### config.mk
export PLATFORM = sky130hd
export DESIGN_NAME = ascon_perm_core
export DESIGN_NICKNAME = d
export VERILOG_FILES = /design/src/rtl/ascon_perm_core_pkg.sv /design/src/rtl/ascon_round.sv /design/src/rtl/ascon_perm_core.sv
export SDC_FILE = /design/constraint.sdc
export NUM_CORES = 2
export LEC_CHECK = 0
export BUFFER_PORTS_ARGS = -buffer_cell sky130_fd_sc_hd__clkbuf_2
export CORE_MARGIN = 4
export CORE_UTILIZATION = 30
export CTS_CLUSTER_SIZE = 30
export DETAILED_ROUTE_END_ITERATION = 8
export SYNTH_ARGS = -nofsm -noshare
export SYNTH_HDL_FRONTEND = slang
export SYNTH_SLANG_ARGS = --single-unit
### constraint.sdc
create_clock -name clk_i -period 9.2 [get_ports clk_i]
set_input_delay 1.38 -clock clk_i [delete_from_list [all_inputs] [get_ports clk_i]]
set_output_delay 1.38 -clock clk_i [all_outputs]
set_load 0.05 [all_outputs]
### src/rtl/ascon_perm_core_pkg.sv
// Shared types, constants and helpers for the iterative Ascon permutation engine.
package ascon_perm_core_pkg;

  localparam int STATE_WIDTH  = 320;
  localparam int MAX_ROUND_NO = 16;

  localparam logic [63:0] ASCON_AEAD128_IV = 64'h00001000808c0001;

  typedef logic [63:0] ascon_word_t;
  typedef ascon_word_t [4:0] ascon_state_t;

  typedef enum logic [1:0] {
    PermIdle = 2'd0,
    PermRun  = 2'd1,
    PermDone = 2'd2
  } perm_state_e;

  // Linear-layer rotation amounts, indexed by word number (0 = x0).
  localparam int unsigned ROT_A [5] = '{32'd19, 32'd61, 32'd1, 32'd10, 32'd7};
  localparam int unsigned ROT_B [5] = '{32'd28, 32'd39, 32'd6, 32'd17, 32'd41};

  function automatic ascon_word_t ascon_ror(input ascon_word_t x, input int unsigned amt);
    return (x >> amt) | (x << (32'd64 - amt));
  endfunction

  // Round i of an n-round call reads the tail of the table, so every n ends on 8'h4b.
  function automatic logic [7:0] ascon_round_const(input logic [4:0] n, input logic [4:0] i);
    logic [4:0] idx;
    logic [7:0] rc;
    idx = 5'(MAX_ROUND_NO) - n + i;
    case (idx)
      5'd0:    rc = 8'h3c;
      5'd1:    rc = 8'h2d;
      5'd2:    rc = 8'h1e;
      5'd3:    rc = 8'h0f;
      5'd4:    rc = 8'hf0;
      5'd5:    rc = 8'he1;
      5'd6:    rc = 8'hd2;
      5'd7:    rc = 8'hc3;
      5'd8:    rc = 8'hb4;
      5'd9:    rc = 8'ha5;
      5'd10:   rc = 8'h96;
      5'd11:   rc = 8'h87;
      5'd12:   rc = 8'h78;
      5'd13:   rc = 8'h69;
      5'd14:   rc = 8'h5a;
      5'd15:   rc = 8'h4b;
      default: rc = 8'h00;
    endcase
    return rc;
  endfunction

endpackage

### src/rtl/ascon_round.sv
// One combinational Ascon round: constant addition, bitsliced S-box, linear diffusion.
module ascon_round
  import ascon_perm_core_pkg::*;
(
  input  logic [STATE_WIDTH-1:0] state,
  input  logic [7:0]             round_const,
  output logic [STATE_WIDTH-1:0] next_state
);

  ascon_word_t x [5];
  ascon_word_t t [5];

  // Round datapath; x[0] is the most significant word of the state.
  always_comb begin
    for (int k = 0; k < 5; k++) begin
      x[k] = state[319 - 64*k -: 64];
    end
    x[2] = x[2] ^ {56'h0, round_const};

    x[0] = x[0] ^ x[4];
    x[4] = x[4] ^ x[3];
    x[2] = x[2] ^ x[1];
    t[0] = ~x[0] & x[1];
    t[1] = ~x[1] & x[2];
    t[2] = ~x[2] & x[3];
    t[3] = ~x[3] & x[4];
    t[4] = ~x[4] & x[0];
    x[0] = x[0] ^ t[1];
    x[1] = x[1] ^ t[2];
    x[2] = x[2] ^ t[3];
    x[3] = x[3] ^ t[4];
    x[4] = x[4] ^ t[0];
    x[1] = x[1] ^ x[0];
    x[0] = x[0] ^ x[4];
    x[3] = x[3] ^ x[2];
    x[2] = ~x[2];

    next_state = '0;
    for (int k = 0; k < 5; k++) begin
      next_state[319 - 64*k -: 64] = x[k] ^ ascon_ror(x[k], ROT_A[k]) ^ ascon_ror(x[k], ROT_B[k]);
    end
  end

endmodule

### src/rtl/ascon_perm_core.sv
// Iterative Ascon p^n engine, UNROLL rounds per clock, valid/ready on both sides.
module ascon_perm_core
  import ascon_perm_core_pkg::*;
#(
  parameter int UNROLL = 1
) (
  input  logic                   clk_i,
  input  logic                   rst_i,
  input  logic                   in_valid_i,
  output logic                   in_ready_o,
  input  logic [STATE_WIDTH-1:0] in_state_i,
  input  logic [4:0]             in_rounds_i,
  output logic                   out_valid_o,
  input  logic                   out_ready_i,
  output logic [STATE_WIDTH-1:0] out_state_o,
  output logic                   out_err_o
);

  if (!(UNROLL == 1 || UNROLL == 2 || UNROLL == 4)) begin : g_bad_unroll
    $error("ascon_perm_core: UNROLL must be 1, 2 or 4");
  end

  localparam logic [4:0] STEP  = 5'(UNROLL);
  localparam logic [4:0] MAX_N = 5'(MAX_ROUND_NO);

  perm_state_e  fsm_r;
  logic [4:0]   cnt_r;
  logic [4:0]   rounds_r;
  logic [4:0]   cnt_next_s;
  ascon_state_t data_r;
  logic         err_r;
  logic         accept_s;
  logic         legal_s;
  ascon_state_t chain_s [UNROLL+1];

  assign legal_s    = (in_rounds_i != 5'd0) && (in_rounds_i <= MAX_N) &&
                      ((in_rounds_i & (STEP - 5'd1)) == 5'd0);
  assign accept_s   = in_valid_i & in_ready_o;
  assign cnt_next_s = cnt_r + STEP;

  assign chain_s[0] = data_r;
  for (genvar u = 0; u < UNROLL; u++) begin : g_round
    logic [7:0] rc_s;
    assign rc_s = ascon_round_const(rounds_r, cnt_r + 5'(u));
    ascon_round u_round (
      .state       (chain_s[u]),
      .round_const (rc_s),
      .next_state  (chain_s[u+1])
    );
  end

  // Ready while idle, or while a finished result is being consumed this cycle.
  always_comb begin
    in_ready_o = 1'b0;
    case (fsm_r)
      PermIdle: in_ready_o = 1'b1;
      PermDone: in_ready_o = out_ready_i;
      default:  in_ready_o = 1'b0;
    endcase
  end

  assign out_valid_o = (fsm_r == PermDone);
  assign out_state_o = data_r;
  assign out_err_o   = err_r;

  // Control FSM and state register; reset discards any in-flight request.
  always_ff @(posedge clk_i) begin
    if (rst_i) begin
      fsm_r    <= PermIdle;
      cnt_r    <= 5'd0;
      rounds_r <= 5'd0;
      data_r   <= '0;
      err_r    <= 1'b0;
    end else begin
      case (fsm_r)
        PermRun: begin
          data_r <= chain_s[UNROLL];
          cnt_r  <= cnt_next_s;
          if (cnt_next_s == rounds_r) begin
            fsm_r <= PermDone;
          end
        end
        PermIdle, PermDone: begin
          if (accept_s) begin
            data_r   <= in_state_i;
            rounds_r <= in_rounds_i;
            cnt_r    <= 5'd0;
            err_r    <= ~legal_s;
            fsm_r    <= legal_s ? PermRun : PermDone;
          end else if (fsm_r == PermDone && out_ready_i) begin
            fsm_r <= PermIdle;
          end
        end
        default: fsm_r <= PermIdle;
      endcase
    end
  end

endmodule

== After elaboration in Yosys (flattened, before gate mapping) ==
Memory sizes are Yosys's and may differ from the RTL's.
Cells that the tools add are included.
Cells by class
  bitwise logic cells: 45
  $lt $le $gt $ge: 1
  equal/unequal tests: 6
  reductions and logical operators: 9
  muxes and demuxes: 11
  add/subtract/negate cells: 3
Operator list (number)
  $xor A64 B64 Y64: 21
  $pmux W320 S2: 1
  $not A64 Y64: 6
  $and A64 B64 Y64: 5
  $mux W320: 1
  $or A23 B64 Y64: 1
  $or A25 B64 Y64: 1
  $or A3 B64 Y64: 1
  $or A36 B64 Y64: 1
  $or A45 B64 Y64: 1
  $or A47 B64 Y64: 1
  $or A54 B64 Y64: 1
  $or A57 B64 Y64: 1
  $or A58 B64 Y64: 1
  $or A63 B64 Y64: 1
  $xor A64 B8 Y64: 1
  $pmux W5 S2: 1
  $mux W2: 4
  $mux W8: 1
  $reduce_and A2 Y1: 3
  $add A5 B1 Y5 const B: 1
  $add A5 B5 Y5: 1
  $eq A5 B5 Y1: 1
  $le A5 B5 Y1 const B: 1
  other kinds (15): 17
Storage, ports and cells
  flip-flop bits (word level): 333
  memories kept: 1
  output and inout port bits: 323
  input bits: 329
  word-level logic and storage cells: 85
  bits in read-only memories: 128
Memory list
  (name not given): depth 16, width 8, rd ports 1, clocked after memory_dff 0, write ports 0, line ascon_perm_core_pkg.sv:31  | case (idx)

== Logic depth before layout (Yosys ltp) ==
An unclocked memory read counts as a cell.
  depth after elaboration: 14
  depth in mapped cells: 18

== By module ==
From an unflattened synthesis, not the netlist that was laid out.
Second synthesis, totals
  cell total of the unflattened synthesis: 3442
  area total of the unflattened synthesis: 33193.1 um^2
Modules (own cells, without submodules)
  ascon_perm_core: cells each 1849, area each 17267.8 um^2, seq. area each 6666.4 um^2, instances 1
  ascon_round: cells each 1593, area each 15925.3 um^2, seq. area each 0.0 um^2, instances 1

== Worst setup path before layout ==
Ideal clock, no wire load.
  path type: reg-to-reg
  start: register rounds_r[1]
  end: register data_r, in the netlist out_state_o[71]
  clock period less this slack: 3.945 ns
  library setup time: 0.070 ns
  path buffers: 1
  cell stages (with the launch flop): 16
  path slack: 5.255 ns
  arrival time: 3.875 ns
  cell sequence: dfxtp_1 > inv_1 > ha_1 > ha_1 > fa_1 > clkbuf_1 > xnor3_1 > nor2_1 > xor2_1 > ha_1 > xor2_1 > xor2_1 > xor2_1 > xnor2_1 > a211o_1 > a21oi_1
Between the ends
  word-level cells in the longest chain between the ends: 11
RTL lines
  start, declared: line ascon_perm_core.sv:28  | logic [4:0] rounds_r;
  start signal, assigned: line ascon_perm_core.sv:86  | rounds_r <= in_rounds_i;
  $sub A5 B5 Y5 *: line ascon_perm_core_pkg.sv:30  | idx = 5'(MAX_ROUND_NO) - n + i;
  $add A5 B5 Y5 *: line ascon_perm_core_pkg.sv:30
  $mem_v2 Z16 W8
  $mux W8 *: line ascon_perm_core_pkg.sv:31
  $xor A64 B8 Y64 *: line ascon_round.sv:18  | x[2] = x[2] ^ {56'h0, round_const};
  $xor A64 B64 Y64 *: line ascon_round.sv:22  | x[2] = x[2] ^ x[1];
  $xor A64 B64 Y64 *: line ascon_round.sv:30  | x[2] = x[2] ^ t[3];
  $xor A64 B64 Y64 *: line ascon_round.sv:35  | x[3] = x[3] ^ x[2];
  $xor A64 B64 Y64 * (2 in a row): line ascon_round.sv:40  | next_state[319 - 64*k -: 64] = x[k] ^ ascon_ror(x[k], ROT_A[k]) ^ ascon_ror(x[k], ROT_B[k]);
  $pmux W320 S2 *: line ascon_perm_core.sv:75  | case (fsm_r)
  end signal, assigned: line ascon_perm_core.sv:77  | data_r <= chain_s[UNROLL];
  end signal, assigned: line ascon_perm_core.sv:85  | data_r <= in_state_i;
  end, declared: line ascon_perm_core.sv:30  | ascon_state_t data_r;
Mark *: on every way between the ends. The rest lies on a longest branch, timed or not.
A chain may end at the register's enable or synchronous reset.

== Worst setup path after layout ==
  start: register rounds_r[3]
  end: register data_r, in the netlist out_state_o[70]
Same word-level chain as after synthesis.

==> impl_metrics.tcl <==
set metrics [dict create \
    relSlewSlack 0.1117 \
    cts_tree "built" \
    viasPerCell 5.308 \
    max_slew.worst_pin.slew_ns 1.328 \
    nFillCells 10220 \
    initial_utilization 0.3042 \
    cp.arrival_ns 5.27 \
    yosysUniqueCellTypes 50 \
    crit_type "flop to flop" \
    peakVddDrop_mv 0.2007 \
    cp_slowest_stage_delay_ns 0.67 \
    ys.flop_type "dfxtp_1" \
    fmax_mhz 210.4 \
    cts.sinks 333 \
    gp_congestion 1.056 \
    io_buffers 651 \
    reg2reg_to "out_state_o[70]$_SDFFE_PP0P_" \
    hold_class "flop to flop" \
    wire_per_inst_microns 30.27 \
    antenna_found_initial 12 \
    slew_viol_final 0 \
    synth.area.mux_share 0.04407 \
    drive_gt1_frac 0.1856 \
    reg2reg_from "rounds_r[3]$_SDFFE_PP0P_" \
    postRouteAntennaNets 0 \
    ctsHoldBuffers 0 \
    critPathMaxFanout 9 \
    synth.avg_cell_area_sq_um 8.098 \
    r2r_slack_ns 4.45 \
    grt_pass1_wl_microns 222800 \
    numCtsBuffers 45 \
    die_y_microns 319.3 \
    grt_max_degree 185 \
    nets 4635 \
    seqCellArea_sq_um 6670 \
    synthArstFlopShare 0 \
    io_pins 652 \
    synth_xor_area_frac 0.3565 \
    synth-seq-area-share 0.2293 \
    min_from "rounds_r[0]$_SDFFE_PP0P_" \
    hold-path-endpoint "rounds_r[0]$_SDFFE_PP0P_" \
    fp.dieW_microns 319.3 \
    coreArea_sq_um 95580 \
    skew_ns 0.02344 \
    drv_cap 0 \
    grt.total_usage 0.3090 \
    grt_pass1_vias 27150 \
    syn2layout_area_growth_pct 21.02 \
    insertion_delay_ns 0.60 \
    period_needed_ns 4.753 \
    setup_viol 0 \
    hold_depth 2 \
    synth_edf_count 0 \
    htree_levels 2 \
    syn_area_sq_um 29070 \
    post-dp-hpwl_microns 138600 \
    syn-num-nets 4056 \
    r2r_cells 15 \
    leakagePower_nw 14.44 \
    wl_microns 165600 \
    synth_cells 3590 \
    fin_setup_tns_ns 0 \
    cp_cell_sequence "inv_1 > ha_1 > ha_1 > a21oi_1 > and3_4 > or2_1 > nand2_1 > xnor2_1 > ha_1 > xor2_1 > xor2_1 > xor2_1 > xnor2_1 > a211o_1 > a21oi_1" \
    dr_total_vias 29040 \
    postCtsSetupBuffers 0 \
    dr.pass1.iters 6 \
    synth-compound-area-share 0.1484 \
    status "complete, no violations" \
    drc 0 \
    root_buffer "clkbuf_16" \
    p_per_area_nw_per_um2 476.0 \
    grt-ovfl-total 0 \
    clockBufferDepth 3 \
    yosys.area_share.simple 0.1053 \
    yosys.area_share.adder 0.07162 \
    multi_input_area_sq_um 21120 \
    worstPathRequired_ns 9.71 \
    ys_ff_latch 333 \
    fin_util 0.3681 \
    drtIter0Drc 3169 \
    cpMaxStageDelayCell "xor2_1" \
    dieArea_sq_um 101900 \
    rows 113 \
    fin_crit_sh 0.5166 \
    synth_top_family_by_area "XOR/XNOR gates" \
    end_kind "flop" \
    ctsResizeCount 0 \
    path_clk_slew_ns 0.06 \
    rsz0062_at_grt "no" \
    hold_viol 0 \
    yosysWarnings 0 \
    startpoint_type "flop" \
]
==> power by group <==
part           switching [W]  total (W)  internal (W)  leakage, nW
Combinational        0.00855     0.0128       0.00424         11.0
Sequential          0.000446    0.00212       0.00168         2.76
Clock               0.000763    0.00183       0.00107        0.722
Total                0.00976     0.0167       0.00698         14.4
==> area by class of cell <==
type	instances	area share
diodes	4	0.0002845
well taps	1265	0.04499
inverters	173	0.01846
repair buffers	702	0.1045
flip-flops and latches	333	0.1896
clock buffers	69	0.03862
clock inverters	11	0.003236
multi-input cells	2914	0.6003
==> through the flow <==
step | power (W) | std cells | area [sq um] | hold WS [ns] | setup WS, ns
finish | 0.01674 | 5471 | 35180 | 0.4634 | 4.447
global route | 0.01703 | 5467 | 35170 | 0.4872 | 4.183
CTS | 0.01640 | 5467 | 35170 | 0.4656 | 4.541
detailed placement | 0.01451 | 5387 | 33700 | 0.4545 | 4.562
global placement | 0.01452 | 5387 | 33700 | 0.4506 | 4.688
floorplan | 0.009698 | 3590 | 29070 | 0.4363 | 5.255
==> cells in the mapped netlist (2+ instances only) <==
master	instances	area (sq um)
nand3_1	5	25.02
xor2_1	366	3206
clkbuf_1	156	585.6
xor3_1	2	47.55
o21ai_1	2	10.01
xnor2_1	791	6928
inv_1	173	649.4
mux2i_1	128	1281
nand2b_1	6	37.54
maj3_1	36	360.4
a211o_1	109	954.7
nor2_1	532	1997
nand2_1	238	893.4
a2111oi_0	9	78.83
a221oi_1	14	122.6
o211ai_1	2	15.01
o21ai_0	106	530.5
buf_1	11	41.29
nor3_1	3	15.01
xnor3_1	6	135.1
xnor2_2	2	32.53
a22oi_1	2	15.01
nand3b_1	2	15.01
o221ai_1	3	26.28
ha_1	136	1702
nor2b_1	2	12.51
dfxtp_1	333	6666
nor3b_1	2	15.01
o22ai_1	4	25.02
buf_6	2	22.52
a21oi_1	191	955.9
and3_1	2	12.51
a211oi_1	197	1479
==> cell families (layout without fill, tap and decap cells) <==
| group | Yosys count | count (layout) |
|---|---|---|
| buffers and inverters | 343 | 955 |
| AOI/OAI and AO/OA | 648 | 648 |
| other | 0 | 4 |
| and+or+nand+nor | 797 | 797 |
| xor gates and xnor gates | 1168 | 1168 |
| DFF | 333 | 333 |
| adders and majority gates | 173 | 173 |
| muxes | 128 | 128 |
==> worst max-delay path by stage <==
| stage | startpoint | end | slack (ns) | cells past startpoint |
|---|---|---|---|---|
| floorplan | rounds_r[1]$_SDFFE_PP0P_ | out_state_o[71]$_SDFFE_PP0P_ | 5.25 | 15 |
| global placement | rounds_r[3]$_SDFFE_PP0P_ | out_state_o[124]$_SDFFE_PP0P_ | 4.69 | 15 |
| detailed placement | rounds_r[3]$_SDFFE_PP0P_ | out_state_o[70]$_SDFFE_PP0P_ | 4.56 | 15 |
| CTS | rounds_r[3]$_SDFFE_PP0P_ | out_state_o[70]$_SDFFE_PP0P_ | 4.54 | 15 |
| global route | rounds_r[3]$_SDFFE_PP0P_ | out_state_o[65]$_SDFFE_PP0P_ | 4.18 | 15 |
| finish | rounds_r[3]$_SDFFE_PP0P_ | out_state_o[70]$_SDFFE_PP0P_ | 4.45 | 15 |
==> routing by layer <==
| layer | wire length, microns | GRT usage |
|---|---|---|
| met1 | 65040 | 0.3850 |
| met2 | 73170 | 0.4896 |
| met3 | 16790 | 0.08390 |
| met4 | 10560 | 0.1578 |
| met5 | 68 | 0 |
==> flip-flops by register name (all words and copies together) (netlist names) <==
name and flops:
out_err_o 1, out_state_o 320, rounds_r 5, cnt_r 5
fsm_r 2
==> cells in the final DEF, fill, tap and decap left out, types with 3 or more instances in the layout <==
cell and n:
a221oi_1 14, diode_2 4, o22ai_1 4, dfxtp_1 332
mux2i_1 128, o221ai_1 3, xor2_1 366, buf_4 49
xnor2_1 791, a211o_1 109, xnor3_1 6, nor2_1 532
a21oi_1 191, ha_1 136, clkbuf_1 12, clkbuf_16 47
clkbuf_2 650, o21ai_0 106, clkbuf_8 10, clkinv_2 6
maj3_1 36, a2111oi_0 9, a211oi_1 197, nand2_1 238
inv_1 173, nand2b_1 6, nor3_1 3, nand3_1 5
==> critical path, delay by kind of cell (launching register included) <==
family,cells,cell delay (ns)
buffers and inverters,1,0.07
XOR/XNOR,5,1.57
flip-flops,1,0.33
adder cells (fa/ha/maj),3,0.97
AO/OA/AOI/OAI,3,0.96
AND/OR/NAND/NOR,3,0.78
No activity file was read; power rests on OpenSTA's default activity.
